--- config.mk ---
export PLATFORM = sky130hd
export DESIGN_NAME = defec_descr_crc
export DESIGN_NICKNAME = d
export VERILOG_FILES = /design/src/rtl/defec_pkg.sv /design/src/rtl/descrambler.sv /design/src/rtl/defec_descr_crc.sv
export SDC_FILE = /design/constraint.sdc
export NUM_CORES = 1
export LEC_CHECK = 0
export CAP_MARGIN = 20
export CORE_ASPECT_RATIO = 0.5
export CORE_MARGIN = 1
export CORE_UTILIZATION = 54
export DETAILED_ROUTE_END_ITERATION = 12
export PLACE_DENSITY = 0.76
export SYNTH_ARGS = -nofsm -noshare
export SYNTH_HDL_FRONTEND = slang
export SYNTH_HIERARCHICAL = 1
export SYNTH_SLANG_ARGS = --single-unit
--- constraint.sdc ---
create_clock -name clk -period 2.6 [get_ports clk]
set_input_delay 0.52 -clock clk [delete_from_list [all_inputs] [get_ports clk]]
set_output_delay 0.52 -clock clk [all_outputs]
set_load 0.02 [all_outputs]
--- src/rtl/defec_pkg.sv ---
// Constants and types shared by the DEFEC encoder and decoder paths.
// Frame geometry, CRC-16-CCITT parameters, descrambler polynomial and seed, and the FSM state enum.
package defec_pkg;
  typedef enum logic [1:0] {IDLE, DATA, CRC, REPORT} state_t;

  localparam int DATA_BYTES = 238;
  localparam int CRC_W      = 16;
  localparam int DATA_BITS  = DATA_BYTES * 8;
  localparam int FRAME_BITS = DATA_BITS + CRC_W;

  localparam logic [15:0] CRC_POLY = 16'h1021;
  localparam logic [15:0] CRC_INIT = 16'hFFFF;

  // 1+x^14+x^15: the two oldest stages (bits 1 and 0) feed back into bit 14
  localparam logic [14:0] SCR_TAPS = 15'h0003;
  localparam logic [14:0] SCR_SEED = 15'h4A80;

  function automatic logic [15:0] crc16_step(input logic [15:0] crc, input logic din);
    logic [15:0] nxt;
    nxt = {crc[14:0], 1'b0};
    if (crc[15] ^ din) nxt = nxt ^ CRC_POLY;
    return nxt;
  endfunction
endpackage

--- src/rtl/descrambler.sv ---
// Additive PRBS descrambler with zero latency; the seed is reloaded on the bit that carries isop.
module descrambler
  import defec_pkg::*;
(
  input  logic clk,
  input  logic rst,
  input  logic isop,
  input  logic ival,
  input  logic idat,
  output logic odat
);
  logic [14:0] lfsr;
  logic [14:0] cur;
  logic        key;

  assign cur  = isop ? SCR_SEED : lfsr;
  assign key  = ^(cur & SCR_TAPS);
  assign odat = idat ^ key;

  always_ff @(posedge clk or negedge rst) begin
    if (!rst) begin
      lfsr <= '0;
    end else if (ival) begin
      lfsr <= {key, cur[14:1]};
    end
  end
endmodule

--- src/rtl/defec_descr_crc.sv ---
// Frame descrambler, byte packer and CRC checker behind the decoder's serial output.
// Define DEFEC_CRC_CHECK_EN to check the CRC field; otherwise it is stripped unchecked.
module defec_descr_crc
  import defec_pkg::*;
#(
  parameter int pDATA_BYTES = DATA_BYTES,
  parameter int pCRC_W      = CRC_W
) (
  input  logic        clk,
  input  logic        rst,
  input  logic        isop,
  input  logic        ival,
  input  logic        idat,
  output logic        osop,
  output logic        oval,
  output logic [7:0]  odat,
  output logic        oeop,
  output logic        ocrc_val,
  output logic        ocrc_ok,
  output logic [15:0] ofrm_cnt,
  output logic [15:0] oerr_cnt
);
  localparam int PAY_BITS = pDATA_BYTES * 8;
  localparam int TOT_BITS = PAY_BITS + pCRC_W;
  localparam int CNT_W    = $clog2(TOT_BITS + 1);

  localparam logic [CNT_W-1:0] PAY_LAST  = CNT_W'(PAY_BITS - 1);
  localparam logic [CNT_W-1:0] TOT_LAST  = CNT_W'(TOT_BITS - 1);
  localparam logic [CNT_W-4:0] LAST_BYTE = (CNT_W-3)'(pDATA_BYTES - 1);

  state_t           state;
  logic [CNT_W-1:0] bit_cnt;
  logic [CNT_W-1:0] bit_idx;
  logic [6:0]       byte_sr;
  logic             start;
  logic             abort;
  logic             pay_bit;
  logic             crc_bit;
  logic             descr_bit;
  logic             crc_pass;

  // A qualified isop always opens a frame, even mid-frame or in the REPORT cycle
  assign start   = ival & isop;
  assign abort   = start & ((state == DATA) | (state == CRC));
  assign bit_idx = start ? '0 : bit_cnt;
  assign pay_bit = ival & (start | (state == DATA));
  assign crc_bit = ival & ~isop & (state == CRC);

  descrambler u_descr (
    .clk  (clk),
    .rst  (rst),
    .isop (isop),
    .ival (pay_bit),
    .idat (idat),
    .odat (descr_bit)
  );

`ifdef DEFEC_CRC_CHECK_EN
  logic [15:0]       crc;
  logic [15:0]       crc_base;
  logic [pCRC_W-1:0] rx_crc;

  assign crc_base = start ? CRC_INIT : crc;
  assign crc_pass = (crc == {rx_crc[pCRC_W-2:0], idat});

  // CRC runs over the scrambled line bits; the received field is collected MSB-first
  always_ff @(posedge clk or negedge rst) begin
    if (!rst) begin
      crc    <= '0;
      rx_crc <= '0;
    end else begin
      if (pay_bit) crc <= crc16_step(crc_base, idat);
      if (crc_bit) rx_crc <= {rx_crc[pCRC_W-2:0], idat};
    end
  end
`else
  assign crc_pass = 1'b1;
`endif

  always_ff @(posedge clk or negedge rst) begin
    if (!rst) begin
      state    <= IDLE;
      bit_cnt  <= '0;
      byte_sr  <= '0;
      osop     <= 1'b0;
      oval     <= 1'b0;
      odat     <= '0;
      oeop     <= 1'b0;
      ocrc_val <= 1'b0;
      ocrc_ok  <= 1'b0;
      ofrm_cnt <= '0;
      oerr_cnt <= '0;
    end else begin
      oval     <= 1'b0;
      osop     <= 1'b0;
      oeop     <= 1'b0;
      ocrc_val <= 1'b0;
      ocrc_ok  <= 1'b0;

      if (abort) begin
        ocrc_val <= 1'b1;
        if (oerr_cnt != 16'hFFFF) oerr_cnt <= oerr_cnt + 16'd1;
      end

      if (pay_bit) begin
        byte_sr <= {byte_sr[5:0], descr_bit};
        bit_cnt <= bit_idx + 1'b1;
        if (bit_idx[2:0] == 3'd7) begin
          oval <= 1'b1;
          odat <= {byte_sr, descr_bit};
          osop <= (bit_idx[CNT_W-1:3] == '0);
          oeop <= (bit_idx[CNT_W-1:3] == LAST_BYTE);
        end
        state <= (bit_idx == PAY_LAST) ? CRC : DATA;
      end else if (crc_bit) begin
        bit_cnt <= bit_cnt + 1'b1;
        if (bit_cnt == TOT_LAST) begin
          state    <= REPORT;
          ocrc_val <= 1'b1;
          ocrc_ok  <= crc_pass;
          ofrm_cnt <= ofrm_cnt + 16'd1;
          if (!crc_pass && oerr_cnt != 16'hFFFF) oerr_cnt <= oerr_cnt + 16'd1;
        end
      end else if (state == REPORT) begin
        state   <= IDLE;
        bit_cnt <= '0;
      end
    end
  end
endmodule

==> impl_metrics.env <==
export IMPL_status="finished, final reports clean"
export IMPL_max_cap_viol_count=0
export IMPL_end_kind="register"
export IMPL_numCtsBuffers=9
export IMPL_ys_flop_type="dfrtp_1"
export IMPL_critical_path_top_delay_family="simple AND/OR/NAND/NOR gates"
export IMPL_ff_latch_area_mm2=0.00200
export IMPL_via_count=2955
export IMPL_fmax_ghz=0.452
export IMPL_critPathRequiredTime_ns=2.82
export IMPL_syn_area_per_cell_um2=10.8
export IMPL_vias_per_cell=5.74
export IMPL_synthMuxAreaShare_pct=5.52
export IMPL_drcViolationCount=0
export IMPL_cts_htree_levels=3
export IMPL_ctsResizeCount=0
export IMPL_reg2reg_slack_ns=0.53
export IMPL_cp_slowest_cell="clkdlybuf4s50_1"
export IMPL_area_growth_pct=22.9
export IMPL_synth_top_family_by_area="simple AND/OR/NAND/NOR gates"
export IMPL_drive_gt1_share_pct=13.5
export IMPL_ir_drop_mv=0.548
export IMPL_synth_warnings=6
export IMPL_rsz0062_at_grt="false"
export IMPL_async_flop_share_pct=100
export IMPL_synth_area_leaders="dfrtp_1 51%, xnor2_1 5.4%, mux2_2 4.9%, o21ai_0 2.7%, ha_1 2.6%"
export IMPL_io_pins=50
export IMPL_antenna_found_initial=0
export IMPL_drt_pass1_iterations=4
export IMPL_final_antenna_net_count=0
export IMPL_syn_num_nets=376
export IMPL_power_density_mw_per_mm2=789
export IMPL_grt_pass1_wl_um=13900
export IMPL_synth_compound_area_share_pct=9.38
export IMPL_routabilityCongestion=0.870
export IMPL_dp_hpwl_um=5500
export IMPL_first_iter_violations=128
export IMPL_fillers=520
export IMPL_yosys_area_share_simple_pct=20.1
export IMPL_crit_chain="clkdlybuf4s50_1, nand2_1, and2_1, ha_1, ha_1, nand2_1, mux2_2"
export IMPL_final_cells=515
export IMPL_slew_headroom_pct=70.5
export IMPL_setup_worst_path_start_class="input pin"
export IMPL_synth_adder_area_share_pct=2.55
export IMPL_fin_skew_ns=0.00676
export IMPL_finalNetCount=434
export IMPL_yosysUniqueCellTypes=54
export IMPL_hp_class="in2async"
export IMPL_grt_util_met1_pct=29.8
export IMPL_port_buffers=49
export IMPL_min_period_ns=2.21
export IMPL_fp_coreArea_mm2=0.00686
export IMPL_multi_input_area_mm2=0.00175
export IMPL_p_total_mw=3.80
export IMPL_grtUsageTotal_pct=23.6
export IMPL_synth_seq_area_share_pct=51.1
export IMPL_clockRootBuffer="clkbuf_16"
export IMPL_max_stage_delay_ns=0.52
export IMPL_dp_cells=502
export IMPL_syn_area_mm2=0.00392
export IMPL_cts_hold_buffers=0
export IMPL_r2r_start="state[0]$_DFFE_PN0P_"
export IMPL_clkLatencyLatePin_ns=0.34
export IMPL_tns_ns=0
export IMPL_initial_core_util_pct=57.2
export IMPL_syn_inst=363
export IMPL_overflow=0
export IMPL_cts_setup_buffers=0
export IMPL_clk_path_buf_depth=2
export IMPL_path_max_fanout=10
export IMPL_critPathKind="in2reg"
export IMPL_maxSlewViolCount=0
export IMPL_die_y_um=62.3
export IMPL_globalRouteMet3Util_pct=8.00
export IMPL_tightest_slew_ns=0.441
export IMPL_synth_top_area_share_pct=51.1
export IMPL_die_area_mm2=0.00763
export IMPL_pre_cts_ws_ns=0.0218
export IMPL_hold_viol=0
export IMPL_path_clk_slew_ns=0.06
export IMPL_critPathLaunch="ival"
export IMPL_setup_viol=0
export IMPL_postLayoutSetupSlackWorst_ns=0.386
export IMPL_rows=21
export IMPL_grt_pass1_vias=2990
export IMPL_use_met2_pct=38.0
export IMPL_ys_ff_latch=80
export IMPL_wl_per_cell_um=15.5
export IMPL_diodes=0
export IMPL_finalWirelength_um=7980
export IMPL_synth_top_cell_by_area="dfrtp_1"
export IMPL_grt_start_max_net_pins=81
export IMPL_min_period_over_period_pct=85.2
export IMPL_cp_arrival_ns=2.43
export IMPL_synth_xor_area_share_pct=7.15
export IMPL_gr_max_usage_layer="met2"
export IMPL_cp_num_buf_inv=1
export IMPL_p_leak_nw=2.15
export IMPL_synth_edf_count=0
export IMPL_cts_sinks=80
export IMPL_fp_dieW_um=123
export IMPL_cts_tree="done"
==> final cells by class <==
type	count	share of cell area [%]
sequential	80	41.5
clock inverter	1	0.104
multi-input combinational	248	36.4
inverter	16	1.25
timing repair buffer	66	13.0
clock buffer	12	5.32
tap	92	2.39
==> cell usage in the layout, fill, tap and decap left out, types with 2 or more instances in the layout <==
cell / n
a21oi_1: 9
inv_1: 16
xor2_1: 8
nand3_1: 14
a31oi_1: 5
and2_1: 5
clkdlybuf4s50_1: 48
nor4_4: 2
nor4bb_1: 2
nand3b_1: 12
o31a_1: 2
or2_2: 2
and4_1: 3
nor3_1: 5
o21ai_0: 21
nor2_1: 23
xnor2_1: 24
a22o_1: 2
mux2_2: 17
nor4_1: 5
and3_1: 5
buf_4: 17
clkbuf_8: 2
clkbuf_16: 9
nor4b_1: 2
ha_1: 8
nand4_1: 14
nand2_1: 25
o211ai_1: 9
dfrtp_1: 80
o31ai_1: 2
==> final timing paths <==
check | end | cells past startpoint
worst max-delay path | odat[1]$_DFFE_PN0P_ | 7
worst min-delay path | bit_cnt[7]$_DFFE_PN0P_ | 2
worst max register to register | ofrm_cnt[13]$_DFFE_PN0P_ | 5
worst min register to register | ofrm_cnt[15]$_DFFE_PN0P_ | 1
max in group asynchronous | u_descr/lfsr[12]$_DFFE_PN0P_ | 2
min in group clk | ofrm_cnt[15]$_DFFE_PN0P_ | 1
==> report_power, final <==
group / switching [mW] / internal (mW) / total (mW) / leakage, nW
Clock: 0.456 / 0.680 / 1.14 / 0.130
Combinational: 0.511 / 0.466 / 0.977 / 0.959
Sequential: 0.201 / 1.49 / 1.69 / 1.06
Total: 1.17 / 2.64 / 3.80 / 2.15
==> per-stage QoR <==
| step | utilization (%) | hold WS (ns) | area, um^2 |
|---|---|---|---|
| after floorplan | - | 0.224 | 3920 |
| after global placement | 66.5 | 0.461 | 4560 |
| after detailed placement | 66.5 | 0.464 | 4560 |
| after CTS | 70.3 | 0.217 | 4820 |
| after global routing | 70.3 | 0.225 | 4820 |
| final | 70.3 | 0.191 | 4820 |
==> sequential cells by signal, indices dropped and copies added, names as in the netlist <==
register and count:
oval 1, ocrc_ok 1, osop 1, odat 8
oerr_cnt 16, ocrc_val 1, ofrm_cnt 16, oeop 1
bit_cnt 11, byte_sr 7, state 2, u_descr/lfsr 15
==> cells in the mapped netlist (all sizes together), types with 8 or more instances <==
cell type,number
nand3b,12
inv,16
o21ai,22
ha,8
xnor2,24
buf,12
mux2,18
nand4,15
o211ai,9
dfrtp,80
nand2,25
a21oi,9
nand3,14
xor2,8
nor2,24
==> metal layers <==
metal,part of all wire [%],up-vias
met2,48,73
met3,5.4,10
li1,-,1405
met1,46,1467
met5,0,-
met4,1.2,0
==> logic make-up after synthesis <==
group,Yosys count
buffers and inverters,35
adders and majority gates,8
DFF,80
muxes,19
AOI/OAI and AO/OA,58
and+or+nand+nor,131
xor gates and xnor gates,32
Note: power is estimated with default switching activity, not from simulation.
==> variant (same settings) <==
Register the output `ofrm_cnt` once more, cleared by the reset; this adds one clock of latency there. The other outputs are not delayed to match.
--- a/src/rtl/defec_descr_crc.sv
+++ b/src/rtl/defec_descr_crc.sv
@@ -28,4 +28,6 @@
   localparam logic [CNT_W-1:0] TOT_LAST  = CNT_W'(TOT_BITS - 1);
   localparam logic [CNT_W-4:0] LAST_BYTE = (CNT_W-3)'(pDATA_BYTES - 1);
+
+  logic [15:0] ofrm_cnt_s0;
 
   state_t           state;
@@ -89,5 +91,5 @@
       ocrc_val <= 1'b0;
       ocrc_ok  <= 1'b0;
-      ofrm_cnt <= '0;
+      ofrm_cnt_s0 <= '0;
       oerr_cnt <= '0;
     end else begin
@@ -119,5 +121,5 @@
           ocrc_val <= 1'b1;
           ocrc_ok  <= crc_pass;
-          ofrm_cnt <= ofrm_cnt + 16'd1;
+          ofrm_cnt_s0 <= ofrm_cnt_s0 + 16'd1;
           if (!crc_pass && oerr_cnt != 16'hFFFF) oerr_cnt <= oerr_cnt + 16'd1;
         end
@@ -128,4 +130,12 @@
     end
   end
+  always_ff @(posedge clk or negedge rst) begin
+    if (!rst) begin
+      ofrm_cnt <= '0;
+    end else begin
+      ofrm_cnt <= ofrm_cnt_s0;
+    end
+  end
+
 endmodule
 
Function: same outputs for any inputs over 10 cycles, from zero or initial values and one cycle with rst low; that may be too few to reach the edited logic, so the function may still have changed.
==> variant against the unedited design <==
Wire length is 8.1% higher. Setup slack better by 0.0036 ns. Sequential cell count increased by 16. Fmax grew 0.16%. Area after synthesis increased by 11%. Synthesized cell count grew 10%. Cell count rose by 11%. Cell area grew 10%. Register-to-register slack about the same. Power grew 0.32%. Critical endpoint is now odat[3]. Largest cell class unchanged.
==> variant: results (changes against the unedited design) <==
- The run finished with clean final reports.
- The net switching power of the design is 1.05 mW (-9.9%).
- Ranked by instance count, the synthesized netlist is headed by sky130_fd_sc_hd__dfrtp_1 (96), sky130_fd_sc_hd__nand2_1 (50), sky130_fd_sc_hd__o21ai_0 (21).
- The hold slack came to 0.0632 ns (-0.128 ns).
- In the final layout, the registers with the most flip-flops are oerr_cnt: 16 flops, ofrm_cnt: 16 flops, ofrm_cnt_s0: 16 flops.
- The number of global-route vias before repair is 3194 (+6.8%).
- The average size of a mapped cell came to 10.9 sq um (+0.94%).
- The routed metal-1 wire length was 3960 microns (+9.1%).
- The share of cells above drive strength 1 came to 11.0% (-2.4 points).
- The global router's overall resource usage is 22.7% (-0.88 points).
- The highest cell delay on the worst timing path is 0.48 ns (-0.04 ns).
- The sequential power is 1.82 mW (+8%).
- The total length of routed met2 wires is 4100 microns (+7.4%).
- The largest net degree at the start of global routing is 75 (-7.4%).
- The total leakage power is 2.41 nW (+12%).
- The number of DRC markers after the initial detailed-route iteration is 166 (+30%).
- The number of nets in the finished design came to 470 (+8.3%).
- The slew at the pin closest to its max-slew limit is 0.826 ns (+0.385 ns).
- The detailed placer's ending HPWL was 5940 microns (+7.9%).
- The cell count after placement came to 554 (+10%).
- The final routed wire length divided by cell count was 15.1 microns (-2.3%).
- The worst slack at placement was 0.0195 ns (-0.00225 ns).
- The highest ir drop seen on vdd is 0.577 mV (+5.4%).
- The number of search-and-repair iterations in the first detailed-routing pass is 6 (+2).
- The overall routed net length is 8630 microns (+8.1%).
- The per-cell via count in the routed design is 5.63 (-1.9%).
- The post-route clock skew is 0.00541 ns (-0.00135 ns).
- The global placement routability congestion is 0.875 (+0.56%).
- The share of total power in the clock network is 34.7% (+4.8 points).
- The post-synthesis net count was 413 (+9.8%).
- The total length of routed met3 wires came to 419 microns (-3.5%).
- The endpoint identified for the worst register-to-register timing path is ofrm_cnt_s0[7].
- The number of gates resized after CTS is 0 (unchanged).
- The instance area after placement is 5010 sq um (+9.9%).
- The count of different cell masters after synthesis came to 52 (-3.7%).
## variant: cell count changes after synthesis, moves of 4 or more
| cell | change |
|---|---|
| sky130_fd_sc_hd__nand2_1 | +25 |
| sky130_fd_sc_hd__xor2_1 | +6 |
| sky130_fd_sc_hd__a31oi_1 | -4 |
| sky130_fd_sc_hd__nor2_1 | -6 |
| sky130_fd_sc_hd__dfrtp_1 | +16 |
| sky130_fd_sc_hd__xnor2_1 | -4 |
| sky130_fd_sc_hd__nor3_2 | +4 |
| sky130_fd_sc_hd__mux2_2 | -7 |
| sky130_fd_sc_hd__o211ai_1 | -7 |
| sky130_fd_sc_hd__a21oi_1 | +5 |
## variant: worst max-delay path by stage
stage | to | slack [ns] | cells past startpoint
after global routing | odat[3] | 0.30 | 7
after CTS | odat[3] | 0.40 | 7
after floorplan | odat[0] | 0.47 | 7
after global placement | odat[0] | 0.09 | 7
after detailed placement | odat[7] | 0.02 | 7
final | odat[3] | 0.39 | 7
## variant: metal layers
layer  vias up  track usage, %
li1       1526               -
met1      1579            28.4
met2        88            38.3
met3        16            5.78
met4         0            8.53
met5         -               0
## variant: layout make-up
cell class                 instances  area (sq um)
clock buffer                      10           239
clock inverter                     6          68.8
fill                             541          2250
inverter                          17          63.8
multi-input combinational        270          1790
sequential                        96          2400
tap                              108           135
timing repair buffer              63           618
## variant: cell families (layout without fill, tap and decap cells)
logic type	count (synthesis)	in the layout	synth area share, %
AND/OR/NAND/NOR	163	163	21.5
flip-flops	96	96	55.1
AO/OA/AOI/OAI	54	54	7.49
XOR/XNOR	34	34	6.83
buffers and inverters	34	96	3.84
multiplexers	11	11	2.93
adder cells (fa/ha/maj)	8	8	2.29
